## src/rtl/uart_rx_param.sv

```systemverilog
// uart_rx_param: 16x-oversampled UART receiver with 3-sample majority vote and ready/valid output.
// Define RX_FIFO_EN to replace the single holding register with a FIFO_DEPTH-entry FWFT FIFO.
module uart_rx_param #(
    parameter int CLOCK_HZ   = 50000000,
    parameter int DATA_BITS  = 8,
    parameter int PARITY     = 1,
    parameter int STOP_BITS  = 1,
    parameter int FIFO_DEPTH = 4
) (
    input  logic                 clock,
    input  logic                 reset,
    input  logic [2:0]           baud_select,
    input  logic                 Rx_EN,
    input  logic                 RxD,
    input  logic                 Rx_READY,
    output logic [DATA_BITS-1:0] Rx_DATA,
    output logic                 Rx_VALID,
    output logic                 Rx_PERROR,
    output logic                 Rx_FERROR,
    output logic                 Rx_OVERRUN,
    output logic                 Rx_BUSY
);
    function automatic int div_of(input int baud);
        int d;
        d = (CLOCK_HZ + 8 * baud) / (16 * baud);
        return d < 1 ? 1 : d;
    endfunction

    localparam int DIVS [8] = '{div_of(300), div_of(1200), div_of(4800), div_of(9600),
                                div_of(19200), div_of(38400), div_of(57600), div_of(115200)};
    localparam int CW = $clog2(DIVS[0] + 1);

    typedef enum logic [2:0] {S_IDLE, S_START, S_DATA, S_PAR, S_STOP, S_DONE} state_t;

    state_t               state;
    logic                 rx_s1, rx_s2;
    logic [2:0]           baud_q;
    logic [CW-1:0]        cnt, div_m1;
    logic                 tick, clr, start_det, maj, deliver;
    logic [3:0]           tcnt, bcnt;
    logic                 scnt, bit_q, perr, ferr;
    logic [1:0]           v;
    logic [DATA_BITS-1:0] sh;

    assign div_m1    = CW'(DIVS[baud_select] - 1);
    assign start_det = state == S_IDLE && Rx_EN && !rx_s2;
    assign clr       = !Rx_EN || baud_q != baud_select || start_det;
    assign tick      = !clr && cnt == div_m1;
    assign maj       = (v[0] & v[1]) | (v[0] & rx_s2) | (v[1] & rx_s2);
    assign deliver   = state == S_DONE && Rx_EN;
    assign Rx_BUSY   = state != S_IDLE;

    always_ff @(posedge clock) begin
        baud_q <= baud_select;
        if (reset) begin
            rx_s1 <= 1'b1;
            rx_s2 <= 1'b1;
            cnt   <= '0;
        end else begin
            rx_s1 <= RxD;
            rx_s2 <= rx_s1;
            cnt   <= (clr || tick) ? '0 : cnt + 1'b1;
        end
    end

    always_ff @(posedge clock) begin
        if (reset) begin
            state <= S_IDLE;
            tcnt  <= '0;
            bcnt  <= '0;
            scnt  <= 1'b0;
            v     <= '0;
            bit_q <= 1'b0;
            sh    <= '0;
            perr  <= 1'b0;
            ferr  <= 1'b0;
        end else if (!Rx_EN) begin
            state <= S_IDLE;
        end else if (state == S_IDLE) begin
            if (start_det) begin
                state <= S_START;
                tcnt  <= '0;
            end
        end else if (state == S_DONE) begin
            state <= S_IDLE;
        end else if (tick) begin
            tcnt <= tcnt + 4'd1;
            if (tcnt == 4'd7) v[0] <= rx_s2;
            if (tcnt == 4'd8) v[1] <= rx_s2;
            if (tcnt == 4'd9) bit_q <= maj;
            case (state)
                S_START: begin
                    if (tcnt == 4'd9 && maj) state <= S_IDLE;
                    else if (tcnt == 4'd15) begin
                        state <= S_DATA;
                        bcnt  <= '0;
                        scnt  <= 1'b0;
                        perr  <= 1'b0;
                        ferr  <= 1'b0;
                    end
                end
                S_DATA: if (tcnt == 4'd15) begin
                    sh   <= {bit_q, sh[DATA_BITS-1:1]};
                    bcnt <= bcnt + 4'd1;
                    if (bcnt == 4'(DATA_BITS - 1)) state <= PARITY == 0 ? S_STOP : S_PAR;
                end
                S_PAR: if (tcnt == 4'd15) begin
                    perr  <= bit_q ^ (^sh) ^ (PARITY == 2);
                    state <= S_STOP;
                end
                // the last stop bit ends at its vote so a following start edge is caught on time
                S_STOP: begin
                    if (tcnt == 4'd9) begin
                        ferr <= ferr | !maj;
                        if (scnt == 1'(STOP_BITS - 1)) state <= S_DONE;
                    end else if (tcnt == 4'd15) scnt <= scnt + 1'b1;
                end
                default: state <= S_IDLE;
            endcase
        end
    end

`ifdef RX_FIFO_EN
    localparam int AW = $clog2(FIFO_DEPTH);
    logic [DATA_BITS+1:0] mem [FIFO_DEPTH];
    logic [AW:0]          wp, rp;
    logic                 empty, full, pop;

    assign empty    = wp == rp;
    assign full     = wp == {~rp[AW], rp[AW-1:0]};
    assign pop      = !empty && Rx_READY;
    assign Rx_VALID = !empty;
    assign {Rx_DATA, Rx_PERROR, Rx_FERROR} = empty ? '0 : mem[rp[AW-1:0]];

    always_ff @(posedge clock) begin
        if (reset) begin
            wp         <= '0;
            rp         <= '0;
            Rx_OVERRUN <= 1'b0;
        end else begin
            if (deliver && (!full || pop)) begin
                mem[wp[AW-1:0]] <= {sh, perr, ferr};
                wp              <= wp + 1'b1;
            end
            if (pop) rp <= rp + 1'b1;
            Rx_OVERRUN <= (deliver && full && !pop) || (Rx_OVERRUN && !pop);
        end
    end
`else
    logic accept;
    assign accept = Rx_VALID && Rx_READY;

    always_ff @(posedge clock) begin
        if (reset) begin
            Rx_DATA    <= '0;
            Rx_VALID   <= 1'b0;
            Rx_PERROR  <= 1'b0;
            Rx_FERROR  <= 1'b0;
            Rx_OVERRUN <= 1'b0;
        end else begin
            Rx_VALID   <= deliver || (Rx_VALID && !accept);
            Rx_OVERRUN <= (deliver && Rx_VALID && !accept) || (Rx_OVERRUN && !accept);
            if (deliver) begin
                Rx_DATA   <= sh;
                Rx_PERROR <= perr;
                Rx_FERROR <= ferr;
            end
        end
    end
`endif
endmodule

```

## config.mk

```make
export PLATFORM = sky130hd
export DESIGN_NAME = uart_rx_param
export DESIGN_NICKNAME = d
export VERILOG_FILES = /design/src/rtl/uart_rx_param.sv
export SDC_FILE = /design/constraint.sdc
export NUM_CORES = 1
export LEC_CHECK = 0
export BUFFER_PORTS_ARGS = -buffer_cell sky130_fd_sc_hd__buf_4
export CAP_MARGIN = 20
export CORE_ASPECT_RATIO = 1.2
export CORE_UTILIZATION = 43
export CTS_BUF_LIST = sky130_fd_sc_hd__clkbuf_8
export DETAILED_ROUTE_END_ITERATION = 8
export GPL_TIMING_DRIVEN = 0
export PLACE_DENSITY = 0.7
export SETUP_SLACK_MARGIN = 0.4
export SYNTH_ARGS = -nofsm -noshare
export SYNTH_HDL_FRONTEND = slang
export SYNTH_SLANG_ARGS = --single-unit
```

## constraint.sdc

```tcl
create_clock -name clock -period 6.1 [get_ports clock]
set_input_delay 1.22 -clock clock [delete_from_list [all_inputs] [get_ports clock]]
set_output_delay 1.22 -clock clock [all_outputs]
set_load 0.05 [all_outputs]
```

### Word-level counts from Yosys, hierarchy flattened

Memories as Yosys holds them, arrays and structs flattened.
Cells that the tools add are included.

* add/subtract/negate cells: 5
* $lt $le $gt $ge: 1
* equal/unequal tests: 27
* multiplexer cells: 31
* bitwise operators: 11
* reduce and logical (&&, ||, !) cells: 40

Operators with widths (number)
* 3-bit two-way mux: 11
* 8-bit AND reduction: 4
* 14-bit two-way mux: 2
* 4-bit two-way mux: 7
* 4-bit inequality test (second input constant): 5
* 2-bit inequality test (second input constant): 8
* 5-bit AND reduction: 3
* 14-bit by 1-bit adder with 14-bit output (second input constant): 1
* 14-bit == test: 1
* 14-bit by 2-bit subtractor with 14-bit output (second input constant): 1
* 4-bit == test (second input constant): 3
* 3-bit case mux with 4 select lines: 1
* 1-bit logical AND: 10
* 9-bit AND reduction: 1
* 4-bit by 1-bit adder with 4-bit output (second input constant): 2
* 4-bit by 3-bit == test with 1-bit output (second input constant): 2
* 4-bit case mux with 2 select lines: 1
* 2-bit nonzero test: 4
* 8-bit parity: 1
* 3-bit by 2-bit == test with 1-bit output (second input constant): 2
* 3-bit == test (second input constant): 2
* 1-bit two-way mux: 6
* 1-bit case mux with 2 select lines: 3
* 6-bit AND reduction: 1
* 17 further kinds: 33

* register bits after elaboration: 56
* bits in read-only memories: 256
* input port bits: 8
* output and inout port bits: 13
* word-level logic and storage cells: 135
* memories: 1

Memory list
* (no name shown): depth 8, bits a word 32, read ports 1, clocked after memory_dff 0, wr ports 0, RTL line 45 `assign div_m1 = CW'(DIVS[baud_select] - 1);`

### Longest topological paths before layout

Gate-level depths: netlist of the first run.

* depth in word-level cells: 10
* depth in mapped cells: 15
* mapped depth without buffers: 13

### Worst setup path before layout of the first run

OpenSTA, ideal clock, no wires.

* kind: input -> register
* start: input port baud_select[0]
* end: register bcnt[3]
* setup time: 132 ps
* data arrival time: 4175 ps
* data required time: 5968 ps
* slack: 1792 ps
* stages on the path: 14
* path buffers: 1
* path through: buf_6 inv_1 ha_1 mux2i_1 inv_1 ha_1 nor4b_2 a31oi_1 or4_1 a211o_1 a2111oi_4 nand4_1 o21ai_1 a21oi_1

* cells in the longest elaborated chain, start to end: 8
* elaborated cells between the ends (all ways): 12
* classes of those cells: add/sub (1); eq/ne (2); mux (2); bitwise (1); reduce/logical (5); memory (1)

Ends and longest elaborated chain
* start: declaration: RTL line 12 `input logic [2:0] baud_select,`
* 3-bit inverter with 4-bit output (implied by the code): RTL line 45
* memory read 8 x 32 bit
* 14-bit two-way mux (implied by the code) (2 in series): RTL line 45
* 14-bit by 2-bit subtractor with 14-bit output: RTL line 45
* 14-bit == test: RTL line 48 `assign tick = !clr && cnt == div_m1;`
* 1-bit logical AND *: RTL line 48
* 8-bit AND reduction (no source line) *
* end signal: assignment: RTL line 104 `bcnt <= bcnt + 4'd1;`
* end: declaration: RTL line 40 `logic [3:0] tcnt, bcnt;`

Every way passes the cells marked *; elsewhere a longest branch is shown, timed or not. The select of a mux whose other input is x is not followed.
A chain may end at the register's enable or synchronous reset.

### Final worst setup path of the first run

* start: input port baud_select[1]
* end: register bcnt[2]

The elaborated chain is that of the path after synthesis.

==> results of run 1 <==
-- cell families (layout without fill, tap and decap cells) --
family / count (synthesis) / in the layout / synth area share
buffers and inverters: 32 / 59 / 0.0433
muxes: 18 / 18 / 0.0557
and+or+nand+nor: 174 / 174 / 0.267
xor gates and xnor gates: 33 / 33 / 0.0893
AOI/OAI and AO/OA: 69 / 69 / 0.145
adders and majority gates: 14 / 14 / 0.0533
DFF: 56 / 56 / 0.346
-- through the flow --
| stage | util | instances | hold slack (ns) | power [mW] | instance area (µm²) |
|---|---|---|---|---|---|
| final | 0.493 | 513 | 0.438 | 0.644 | 3580 |
| after floorplan | - | 396 | 0.389 | 0.421 | 3240 |
| after global routing | 0.493 | 513 | 0.461 | 0.671 | 3580 |
| after global placement | 0.479 | 504 | 0.419 | 0.436 | 3480 |
| after CTS | 0.492 | 512 | 0.452 | 0.653 | 3580 |
| after detailed placement | 0.479 | 504 | 0.427 | 0.437 | 3480 |
-- cell type report --
cell class	count	share of cell area
multi-input cells	308	0.551
clock buffers	5	0.0192
inverters	13	0.0136
plain buffers	19	0.0255
clock inverters	3	0.00698
well taps	90	0.0314
flip-flops and latches	56	0.313
repair buffers	19	0.0391
-- sequential cells by signal (all words and copies together), names as in the netlist, 2 cells and up --
| signal | flops |
|---|---|
| sh | 8 |
| cnt | 14 |
| state | 3 |
| v | 2 |
| bcnt | 4 |
| baud_q | 3 |
| Rx_DATA | 8 |
| tcnt | 4 |
-- per-layer routing --
| layer | wire [µm] | vias up |
|---|---|---|
| met2 | 3420 | 52 |
| li1 | - | 1422 |
| met1 | 3030 | 1283 |
| met3 | 235 | 16 |
| met5 | 0 | - |
| met4 | 173 | 0 |
-- path summary, 6_finish.rpt --
check,from,endpoint,slack [ns]
worst max-delay path,baud_select[1],bcnt[2],1.50
worst min-delay path,rx_s1,rx_s2,0.44
worst max register to register,cnt[11],sh[1],3.25
worst min register to register,rx_s1,rx_s2,0.44
-- power by group --
part | total (mW) | internal, mW | switching, mW
clock | 0.215 | 0.0841 | 0.131
sequential | 0.369 | 0.367 | 0.00130
combinational | 0.0605 | 0.0233 | 0.0371
-- synthesized netlist by cell type, types with 10 or more instances --
master    number
dfxtp_1       56
nand2_1       51
nor2_1        48
a21oi_1       19
mux2i_1       18
xor2_1        18
nand3_1       16
xnor2_1       15
clkbuf_1      13
ha_1          13
inv_1         13
o21ai_0       11
and3_1        10
-- worst register-to-register path, delay by kind of cell, from the launching register on --
family	cells	cell delay [ns]
DFF	1	0.48
muxes	1	0.20
buffers and inverters	1	0.28
and+or+nand+nor	4	0.95
AOI/OAI and AO/OA	3	0.80
==> metrics, run 1 <==
status=finished, final reports clean; combined area of the multi-input logic cells=0.00198 mm²; Synth area leaders=dfxtp_1, nand2_1, mux2i_1; Post-synth top flop=dfxtp_1; first-pass GRT wire length=11700 µm; WL final=6860 µm; final setup margin=1.50 ns; Initial Util=0.445; final hold vios=0; FP Rows=34; CTS Sinks=56; sequential share of the synthesized area=0.346; P_leak=1.32 nW; routing usage on met1=0.213; Hold-fix buffers, CTS=0; Top delay family on crit path=compound AO/OA/AOI/OAI gates; core area=0.00727 mm²; Slew Viols, Final=0; CTS buffer count=5; Setup WS pre-CTS=1.13 ns; worst slew pin tran=0.732 ns; Die Span Y=97.0 µm; setup TNS=0 ns; io pins=21; Yosys cell types=61; Power Dens Cells=180 mW/mm²; grt ovf=0; DR vias/cell=5.41; GR Util met3=0.0358; synthesized cell area=0.00324 mm²; CP Class=in -> reg; Worst Hold Class=reg -> reg; gpl congestion=0.883; largest net degree at the start of global routing=20; leading area contributor after synthesis=dfxtp_1; initial drt markers=114; vias in the first global route=2625; Post-CTS Setup Inserts=0; initial antenna violation count=0; DP HPWL=5200 µm; cell depth of the worst setup path=15; All-Layer GR Usage=0.187; port buffer count=18; drt pass-1 iters=4; clock skew=0.0112 ns; CP max stage delay=0.65 ns; crit path capture type=flip-flop; n_diodes=0; worst reg-to-reg path cell count=9; Max-Cap Viols=0; busiest layer in global routing=met2; crit path time final=4.60 ns; Gate Count Post-Synth=396; antenna viol nets, final=0; Storage cell area=0.00112 mm²; Clock Latency Late Sink=0.31 ns; CP Buf/Inv Count=3; fmax=217 MHz; yosys warns=0; commonest non-fill, non-tap cell in the layout=dfxtp_1; CP arrival=4.79 ns; maximum fanout along the worst path=10; most frequent cells in the layout=dfxtp_1, nand2_1, nor2_1; EDFF count, synth=0; worst-path cell chain=buf_4, buf_4, inv_1, ha_1, nand2_1, o21ai_0, ha_1, nor4b_2, a31oi_1, or4_1, a211o_1, a2111oi_4, nand4_1, o21ai_1, a21oi_1; WHS Path Cells=1; WL/cell=13.4 µm; Die Area=0.00788 mm²; RSZ-0062 raised after global routing=no; register bit count reported by yosys=56; fillers=717; post-CTS sizing=0; Final setup viols=0; Area Growth Syn to Fin=10.7%; Data required, critical path=6.28 ns; CTS tree=built; async set-reset flop share out of synthesis=0; Crit-path slowest cell=a2111oi_4; syn_nets=417; Slew HR=0.506; Post-Syn Area per Cell=8.17 µm²; Worst VDD drop=0.133 mV; met2 usage in global routing=0.326; H-tree lvl count=2; Root Driver=clkbuf_8; DRC viols=0; Die X=81.2 µm; routed vias=2773; fin crit share=0.755; Layout Nets=443; Max Root-Sink Buffers=2; share of post-route cells with drive strength above 1=0.102; Yosys top cell area share=0.346; Worst setup SP type=primary input; CTS clk-pin slew, worst paths=0.10 ns
Power figures use the tool's default switching activity.
==> run 2: changes to the inputs <==
--- a/config.mk
+++ b/config.mk
@@ -12,7 +12,7 @@
 export CTS_BUF_LIST = sky130_fd_sc_hd__clkbuf_8
 export DETAILED_ROUTE_END_ITERATION = 8
 export GPL_TIMING_DRIVEN = 0
-export PLACE_DENSITY = 0.7
+export PLACE_DENSITY = 0.72
 export SETUP_SLACK_MARGIN = 0.4
 export SYNTH_ARGS = -nofsm -noshare
 export SYNTH_HDL_FRONTEND = slang
==> constraint.sdc (replaced) <==
create_clock -name clock -period 4.09 [get_ports clock]
set_input_delay 0.818 -clock clock [delete_from_list [all_inputs] [get_ports clock]]
set_output_delay 0.818 -clock clock [all_outputs]
set_load 0.05 [all_outputs]
==> metrics, run 2 (synthesis results as in run 1) <==
Final Instance Area=0.00396 mm² (+11%); CTS tree=built; Crit-path slowest cell=or4_1; Initial Util=0.445 (unchanged); max reg flops=14 (unchanged); fmax=273 MHz; drt pass-1 iters=4 (unchanged); DRC viols=0 (unchanged); n_diodes=0 (unchanged); Clock Latency Late Sink=0.32 ns (about the same); largest net degree at the start of global routing=20 (unchanged); Placed Area=0.00356 mm² (+2.1%); final setup margin=0.425 ns (-1.07 ns); grt ovf=0 (unchanged); WL final=7540 µm (+9.9%); Die Area=0.00788 mm² (unchanged); Max Root-Sink Buffers=2 (unchanged); port buffer count=18 (unchanged); RSZ-0062 raised after global routing=yes; most frequent cell on the critical path=buf_12; Critical R2R Capture=sh[2]; WHS Path Cells=1 (unchanged); Hold-fix buffers, CTS=0 (unchanged); Post-Route Utilization=0.544 (+0.0518); worst-path cell chain=buf_12, buf_8, buf_12, mux2i_4, inv_2, ha_4, nor4b_4, a31oi_2, or4_1, a211o_1, or2_1, nor3_1, nor2_1, nor4_1; most frequent cells in the layout=dfxtp_1, nand2_1, nor2_1; share of post-route cells with drive strength above 1=0.184 (+0.0822); Die Span Y=97.0 µm (unchanged); FP Rows=34 (unchanged); registers with the most flip-flops=cnt (14), Rx_DATA (8), sh (8); crit path time final=3.66 ns; CP Class=in -> reg; P_leak=1.50 nW (+14%); commonest non-fill, non-tap cell in the layout=dfxtp_1; placed instance count=505 (+0.20%); final hold vios=0 (unchanged); Die X=81.2 µm (unchanged); hold endpoint=rx_s2; Area Growth Syn to Fin=22.3%; io pins=21 (unchanged); Reg with most FFs=cnt; WL/cell=14.1 µm (+5.2%); first-pass GRT wire length=12500 µm (+6.8%); Slew Viols, Final=0 (unchanged); vias in the first global route=2703 (+3.0%); routed vias=2930 (+5.7%); DR vias/cell=5.47 (+1.1%); Setup WS pre-CTS=-0.223 ns (-1.36 ns); CP max stage delay=0.52 ns (-0.13 ns); Data required, critical path=4.32 ns (-1.96 ns); core area=0.00727 mm² (unchanged); Slew HR=0.621 (+0.116); Max-Cap Viols=0 (unchanged); CTS clk-pin slew, worst paths=0.11 ns (about the same); Worst Hold Class=reg -> reg; HP Start=rx_s1; initial drt markers=174 (+53%); DP HPWL=5360 µm (+3.2%); All-Layer GR Usage=0.199 (+0.0124); crit path capture type=flip-flop; Final Non-Filler Cells=536 (+4.5%); gpl congestion=0.973 (+10%); H-tree lvl count=2 (unchanged); Worst VDD drop=0.201 mV (+51%); CTS Sinks=56 (unchanged); maximum fanout along the worst path=6 (-4); CP arrival=3.89 ns (-0.90 ns); Final setup viols=0 (unchanged); initial antenna violation count=0 (unchanged); worst reg-to-reg path cell count=9 (unchanged); clock skew=0.0119 ns (+0.000752 ns); CTS buffer count=5 (unchanged); reg2reg setup slack=1.18 ns (-2.07 ns); antenna viol nets, final=0 (unchanged); reg-to-reg startpoint=cnt[11]; Worst setup SP type=primary input; fin crit share=0.896; Power Dens Cells=253 mW/mm² (+41%); status=finished, final reports clean; Root Driver=clkbuf_8; worst slew pin tran=0.560 ns (-0.171 ns); Layout Nets=466 (+5.2%)
-- run 2: cell types whose count changed in the layout (fill, tap and decap cells not counted), moves of 2 or more --
cell	previous run	this run
buf_12	0	4
nor3b_2	0	2
inv_1	13	10
ha_4	0	3
inv_8	0	3
inv_6	2	0
ha_1	13	10
buf_4	21	38
nor3b_1	5	3
-- run 2: how the worst max path moves through the flow --
stage | to | depth (start not counted) | from
after floorplan | scnt | 12 | baud_select[0]
after global placement | bcnt[3] | 13 | baud_select[0]
after detailed placement | bcnt[3] | 13 | baud_select[0]
after CTS | v[1] | 14 | baud_select[0]
after global routing | bcnt[3] | 15 | baud_select[2]
final | state[0] | 14 | baud_select[2]
-- run 2: repair_timing --
item                       4_1_cts  5_1_grt
gates cloned                     1        0
setup buffers                    3       19
resized for setup                4       29
setup endpoints to repair       22       31
pin swaps                        1       11
-- run 2: power by group --
part	internal, mW	switching [mW]	leakage (nW)
registers	0.548	0.00225	0.453
clock network	0.126	0.196	0.0463
logic	0.0601	0.0681	1.00
-- run 2: critical path, delay by kind of cell --
family          cells  cell delay, ns
compound gates      2            0.40
fa+ha+maj           1            0.15
buf+inv             4            0.43
mux                 1            0.18
simple gates        6            1.91
-- run 2: cell type report --
cell class	instances	area, µm²
Clock inverter	3	27.5
Tap cell	90	113
Sequential cell	56	1120
Clock buffer	5	68.8
Multi-Input combinational cell	308	2090
Buffer	19	136
Timing Repair Buffer	42	335
Inverter	13	63.8
Fill cell	665	3310
-- run 2: layer usage --
layer | track usage | routed length (µm) | vias up
met5 | 0 | 0 | -
met4 | 0.0646 | 223 | 0
met3 | 0.0349 | 246 | 22
met2 | 0.356 | 3930 | 71
met1 | 0.233 | 3150 | 1358
li1 | - | - | 1479
-- run 2: stage by stage --
step | hold WS (ns) | power, mW | setup TNS (ns)
after floorplan | 0.389 | 0.635 | 0
after global placement | 0.404 | 0.658 | -1.42
after detailed placement | 0.400 | 0.661 | -2.21
after CTS | 0.418 | 0.983 | 0
after global routing | 0.436 | 1.04 | 0
final | 0.413 | 1.00 | 0
